## config.mk

```make
export PLATFORM = sky130hd
export DESIGN_NAME = core_featuremap_column_packer_flat
export DESIGN_NICKNAME = d
export VERILOG_FILES = /design/src/rtl/core_featuremap_column_packer_if.sv /design/src/rtl/core_featuremap_column_packer.sv /design/src/flat_wrapper.sv
export SDC_FILE = /design/constraint.sdc
export NUM_CORES = 2
export LEC_CHECK = 0
export BUFFER_PORTS_ARGS = -buffer_cell sky130_fd_sc_hd__clkbuf_2
export CAP_MARGIN = 20
export CELL_PAD_IN_SITES_DETAIL_PLACEMENT = 2
export CELL_PAD_IN_SITES_GLOBAL_PLACEMENT = 2
export CORE_MARGIN = 2
export CORE_UTILIZATION = 25
export CTS_CLUSTER_DIAMETER = 40
export DETAILED_ROUTE_END_ITERATION = 6
export GPL_TIMING_DRIVEN = 0
export PLACE_DENSITY_LB_ADDON = 0.1
export SYNTH_ARGS = -nofsm -noshare
export SYNTH_HDL_FRONTEND = slang
export SYNTH_SLANG_ARGS = --single-unit
```

## constraint.sdc

```tcl
create_clock -name clock -period 6.5 [get_ports clock]
set_clock_uncertainty 0.15 [all_clocks]
set_input_delay 1.3 -clock clock [delete_from_list [all_inputs] [get_ports clock]]
set_output_delay 1.3 -clock clock [all_outputs]
set_load 0.02 [all_outputs]
```

## src/rtl/core_featuremap_column_packer_if.sv

```systemverilog
// Upstream-read / downstream-write FIFO handshake bundle for the column packer.
// The packer is the master; the surrounding FIFOs (or a bench) form the slave side.
interface core_featuremap_column_packer_if #(
    parameter int DWIDTH = 32
);
    logic [DWIDTH-1:0]   ff_rdata;
    logic                ff_rdreq;
    logic                ff_empty;
    logic [3*DWIDTH-1:0] ff_wdata;
    logic                ff_wrreq;
    logic                ff_full;

    modport master (
        input  ff_rdata, ff_empty, ff_full,
        output ff_rdreq, ff_wdata, ff_wrreq
    );

    modport slave (
        output ff_rdata, ff_empty, ff_full,
        input  ff_rdreq, ff_wdata, ff_wrreq
    );
endinterface

```

## src/rtl/core_featuremap_column_packer.sv

```systemverilog
// Keeps the two previous image rows in line buffers and, from row 2 onward, emits one
// packed vertical triple {row r-2, row r-1, row r} per column through a 2-entry skid buffer.
module core_featuremap_column_packer #(
    parameter int DWIDTH     = 32,
    parameter int IMG_WIDTH  = 32,
    parameter int IMG_HEIGHT = 32
) (
    input logic clock,
    input logic reset,
    core_featuremap_column_packer_if.master fm
);
    localparam int CW = (IMG_WIDTH > 2) ? $clog2(IMG_WIDTH) : 1;
    localparam int RW = $clog2(IMG_HEIGHT);

    typedef struct packed {
        logic [DWIDTH-1:0] top;
        logic [DWIDTH-1:0] mid;
        logic [DWIDTH-1:0] bot;
    } triple_t;

    typedef enum logic {FILL, STREAM} state_t;

    state_t        state;
    state_t        state_nxt;
    logic [CW-1:0] col;
    logic [RW-1:0] row;
    logic          rd_en;
    logic          rd_vld;

    logic [DWIDTH-1:0] lb0 [IMG_WIDTH];
    logic [DWIDTH-1:0] lb1 [IMG_WIDTH];

    triple_t    obuf [2];
    logic       obuf_head;
    logic [1:0] obuf_cnt;

    logic       col_last;
    logic       row_last;
    logic       push;
    logic       pop;
    logic       rd_room;
    logic [2:0] occ_nxt;
    triple_t    cap_triple;

    assign col_last   = (col == CW'(IMG_WIDTH - 1));
    assign row_last   = (row == RW'(IMG_HEIGHT - 1));
    assign push       = rd_vld && (state == STREAM);
    assign pop        = (obuf_cnt != 2'd0) && !fm.ff_full;
    assign cap_triple = {lb0[col], lb1[col], fm.ff_rdata};

    // Mode changes only on the last column's capture; the new mode governs the next capture.
    always_comb begin
        state_nxt = state;
        if (rd_vld && col_last) begin
            if (state == FILL && row == RW'(1))
                state_nxt = STREAM;
            else if (state == STREAM && row_last)
                state_nxt = FILL;
        end
    end

    // A read issued now is captured under state_nxt; only emitting captures need a free slot.
    assign occ_nxt = {1'b0, obuf_cnt} + {2'b00, push} - {2'b00, pop};
    assign rd_room = (state_nxt == FILL) || (occ_nxt < 3'd2);

    assign fm.ff_rdreq = rd_en && !fm.ff_empty && rd_room;
    assign fm.ff_wrreq = pop;
    assign fm.ff_wdata = obuf[obuf_head];

    always_ff @(posedge clock or negedge reset) begin
        if (!reset) begin
            state     <= FILL;
            col       <= '0;
            row       <= '0;
            rd_en     <= 1'b0;
            rd_vld    <= 1'b0;
            obuf[0]   <= '0;
            obuf[1]   <= '0;
            obuf_head <= 1'b0;
            obuf_cnt  <= 2'd0;
        end else begin
            rd_en  <= 1'b1;
            rd_vld <= fm.ff_rdreq;
            state  <= state_nxt;
            if (rd_vld) begin
                if (col_last) begin
                    col <= '0;
                    row <= row_last ? '0 : row + RW'(1);
                end else begin
                    col <= col + CW'(1);
                end
            end
            // Tail slot is head when empty, the other slot when one entry is held.
            if (push)
                obuf[obuf_head ^ obuf_cnt[0]] <= cap_triple;
            if (pop)
                obuf_head <= ~obuf_head;
            obuf_cnt <= obuf_cnt + {1'b0, push} - {1'b0, pop};
        end
    end

    // Line buffers carry no reset: the two FILL rows overwrite every column before use.
    always_ff @(posedge clock) begin
        if (rd_vld) begin
            lb0[col] <= lb1[col];
            lb1[col] <= fm.ff_rdata;
        end
    end
endmodule

```

## src/flat_wrapper.sv

```systemverilog
// flat-port wrapper written by rule: the top's interface ports become plain ports
module core_featuremap_column_packer_flat 
#(
    parameter int DWIDTH     = 32,
    parameter int IMG_WIDTH  = 32,
    parameter int IMG_HEIGHT = 32
)
  (clock, reset, fm_ff_rdata, fm_ff_empty, fm_ff_full, fm_ff_rdreq, fm_ff_wdata, fm_ff_wrreq);
  core_featuremap_column_packer_if #(.DWIDTH(DWIDTH)) fm_i ();
  input logic clock;
  input logic reset;
  input wire logic [$bits(fm_i.ff_rdata)-1:0] fm_ff_rdata;
  input wire logic [$bits(fm_i.ff_empty)-1:0] fm_ff_empty;
  input wire logic [$bits(fm_i.ff_full)-1:0] fm_ff_full;
  output wire logic [$bits(fm_i.ff_rdreq)-1:0] fm_ff_rdreq;
  output wire logic [$bits(fm_i.ff_wdata)-1:0] fm_ff_wdata;
  output wire logic [$bits(fm_i.ff_wrreq)-1:0] fm_ff_wrreq;
  assign fm_i.ff_rdata = fm_ff_rdata;
  assign fm_i.ff_empty = fm_ff_empty;
  assign fm_i.ff_full = fm_ff_full;
  assign fm_ff_rdreq = fm_i.ff_rdreq;
  assign fm_ff_wdata = fm_i.ff_wdata;
  assign fm_ff_wrreq = fm_i.ff_wrreq;
  core_featuremap_column_packer #(.DWIDTH(DWIDTH), .IMG_WIDTH(IMG_WIDTH), .IMG_HEIGHT(IMG_HEIGHT)) u_core (.clock(clock), .reset(reset), .fm(fm_i));
endmodule
```

==> results.ini <==
[run_status]
outcome = completed

[sta]
setup_viol = 0
tns_ns = 0
period_needed_ns = 5.58
final_hold_viol_count = 0
layout_setup_ws_ns = 0.920
worst_pin_slew_ns = 1.22
slew_violations = 0
fin_crit_sh_pct = 85.8
max-slew-margin-rel_pct = 17.9
rsz0062_at_grt = false
fmax_mhz = 179

[clock_tree]
htree_num_levels = 5
postCtsResizedCells = 0
worstSkewPairLatency_ns = 0.95
hold_buffers = 0
cts_tree = built
clk_pin_slew_ns = 0.05
clock_sinks = 2256
cts-buffers-inserted = 453
cts_root_buf = clkbuf_16
cts_setup_buffers = 0
cts_buffer_depth = 4

[synth]
synth-edff-count = 2048
avgSynthCellArea_um2 = 18.1
ys_seq_elements = 2256
syn-num-nets = 4822
ys_types = 39
yosysWarnings = 0
synth_area_um2 = 86400
ys.flop_type = edfxtp_1
synth_seq_area_share_pct = 77.2
async_flop_share_pct = 9.22
netlist_instances = 4775

[pwr]
power_density_nw_per_um2 = 482
p_leak_nw = 39.5
finalPower_mw = 54.3
p_sw_share_pct = 30.9
clkPwrFrac_pct = 44.1
switchingPower_mw = 16.8
internal-power_mw = 37.6
combPwrFrac_pct = 22.1
irDropWorstVdd_mv = 0.267
pwr-share-seq_pct = 33.8

[die]
rows = 215
die_width_um = 592
die_area_um2 = 350000
core_um2 = 343000
io_pins = 134
start_util_pct = 25.2
die_h_um = 592

[drt]
drtIter0Drc = 3521
vias = 49700
drc = 0
ant_nets = 0
routed_wl_um = 348000
via_per_inst = 4.73
wl_per_cell_um = 33.1
drt_pre_antenna_iters = 5

[setup_path]
r2r-end = u_core.lb0[26][16]
reg2reg_slack_ns = 1.32
path_delay_family = buffers and inverters
crit_chain = buf_2, clkbuf_2, clkbuf_1, buf_8, mux2_2, clkbuf_2
cp_slowest_cell = clkbuf_2
crit_fanout = 10
end_kind = output port
critPathLaunchType = register
required_ns = 5.05
r2r_cells = 7
crit_type = reg -> out
path_buf_inv = 5
slowest_delay_ns = 0.79
arrival_ns = 4.13
critPathMostFrequentCell = clkbuf_2
r2r_start = u_core.col[1]

[global_route]
track_usage_pct = 19.6
antenna_found_initial = 33
grt_pass1_wl_um = 470000
overflow = 0
grt_pass1_vias = 54500
grt_max_degree = 79

[placed_design]
gp_congestion = 0.732
io_buffers = 133
pre_cts_ws_ns = 1.17
place_hpwl_um = 239000

[flow_run]
maxCapViolations = 0

[finish]
syn_to_final_growth_pct = 30.4
final_nets = 5604
layout_commonest_cell = edfxtp_1
fillCellCount = 34300
drive_gt1_share_pct = 24.9
mostFrequentLayoutCells = edfxtp_1, mux2i_1, o22ai_1

[hold_path]
hold_class = in -> async

## power by group through the flow
stage	clock network (mW)	registers (mW)	logic [mW]
after floorplan	0	18.6	5.53
final	24.0	18.3	12.0
after detailed placement	0	18.6	12.2
after global placement	0	18.9	11.0
after global routing	25.1	18.4	12.7
after CTS	24.5	18.4	12.2
## cells by family (layout without fill, tap and decap cells)
kind of cell,count (synthesis),after routing,share of synthesized area [%]
AO/OA/AOI/OAI,654,654,4.73
XOR/XNOR,3,3,0.0304
adder cells (fa/ha/maj),11,11,0.168
buffers and inverters,290,1469,1.66
flip-flops,2256,2256,77.2
multiplexers,1187,1187,14.0
other,1,12,0.00434
AND/OR/NAND/NOR,373,373,2.16
## layer usage
layer / track usage (%) / part of all wire, % / up-vias
met5: 0 / 0.0037 / -
met4: 4.81 / 2.5 / 2
met3: 2.47 / 3.6 / 463
met2: 34.2 / 50 / 1153
met1: 25.8 / 44 / 27000
li1: - / - / 21100
## worst max path at each step
stage,start,to,cells past startpoint
after floorplan,u_core.col[1],u_core.lb0[21][0],8
after global placement,u_core.col[1],u_core.lb0[17][10],8
after detailed placement,u_core.col[1],u_core.lb0[17][20],7
after CTS,u_core.obuf_head,fm_ff_wdata[64],6
after global routing,u_core.obuf_head,fm_ff_wdata[64],6
final,u_core.obuf_head,fm_ff_wdata[64],6
## worst register-to-register path, delay by kind of cell (launching register included)
| kind | cells | cell delay, ns |
|---|---|---|
| buffers and inverters | 3 | 1.83 |
| AND/OR/NAND/NOR | 2 | 1.71 |
| flip-flops | 1 | 0.46 |
| multiplexers | 1 | 0.28 |
| AO/OA/AOI/OAI | 1 | 0.11 |
## synth_stat cells, types with 13 or more instances
master    number  area [um2]
buf_2        181         906
o22ai_1      513        3210
nand2_1       45         169
nor4_1       128         801
clkbuf_1      71         267
mux2_2       163        1840
mux2i_1     1024       10200
nor2_1       167         627
edfxtp_1    2048       61500
a31oi_1      129         807
buf_4         13        97.6
dfrtp_1      208        5200
## area by class of cell
cell class                      instances  area [um2]  share of cell area (%)
Antenna cell                           11        27.5                  0.0244
Buffer                                280        1400                    1.24
Clock buffer                          537       11900                    10.5
Clock inverter                        315        3880                    3.45
Inverter                               10        37.5                  0.0333
Multi-Input combinational cell       2229       18500                    16.4
Sequential cell                      2256       66700                    59.2
Tap cell                             4557        5700                    5.06
Timing Repair Buffer                  327        4500                    4.00
## through the flow
step	hold WS (ns)	instances	utilization [%]	area, um2
finish	0.251	10500	32.8	113000
global route	0.223	10500	32.8	113000
CTS	0.178	10500	32.8	113000
detailed placement	0.345	9653	28.2	96800
global placement	0.334	9465	27.0	92700
floorplan	0.325	4775	-	86400
## flip-flops by register name (all words and copies together), names as in the netlist
| signal | count |
|---|---|
| u_core.obuf_cnt | 2 |
| u_core.state | 1 |
| u_core.obuf_head | 1 |
| u_core.lb1 | 1024 |
| u_core.rd_en | 1 |
| u_core.col | 5 |
| u_core.lb0 | 1024 |
| u_core.rd_vld | 1 |
| u_core.row | 5 |
| u_core.obuf | 192 |
(Power assumes the default switching activity.)
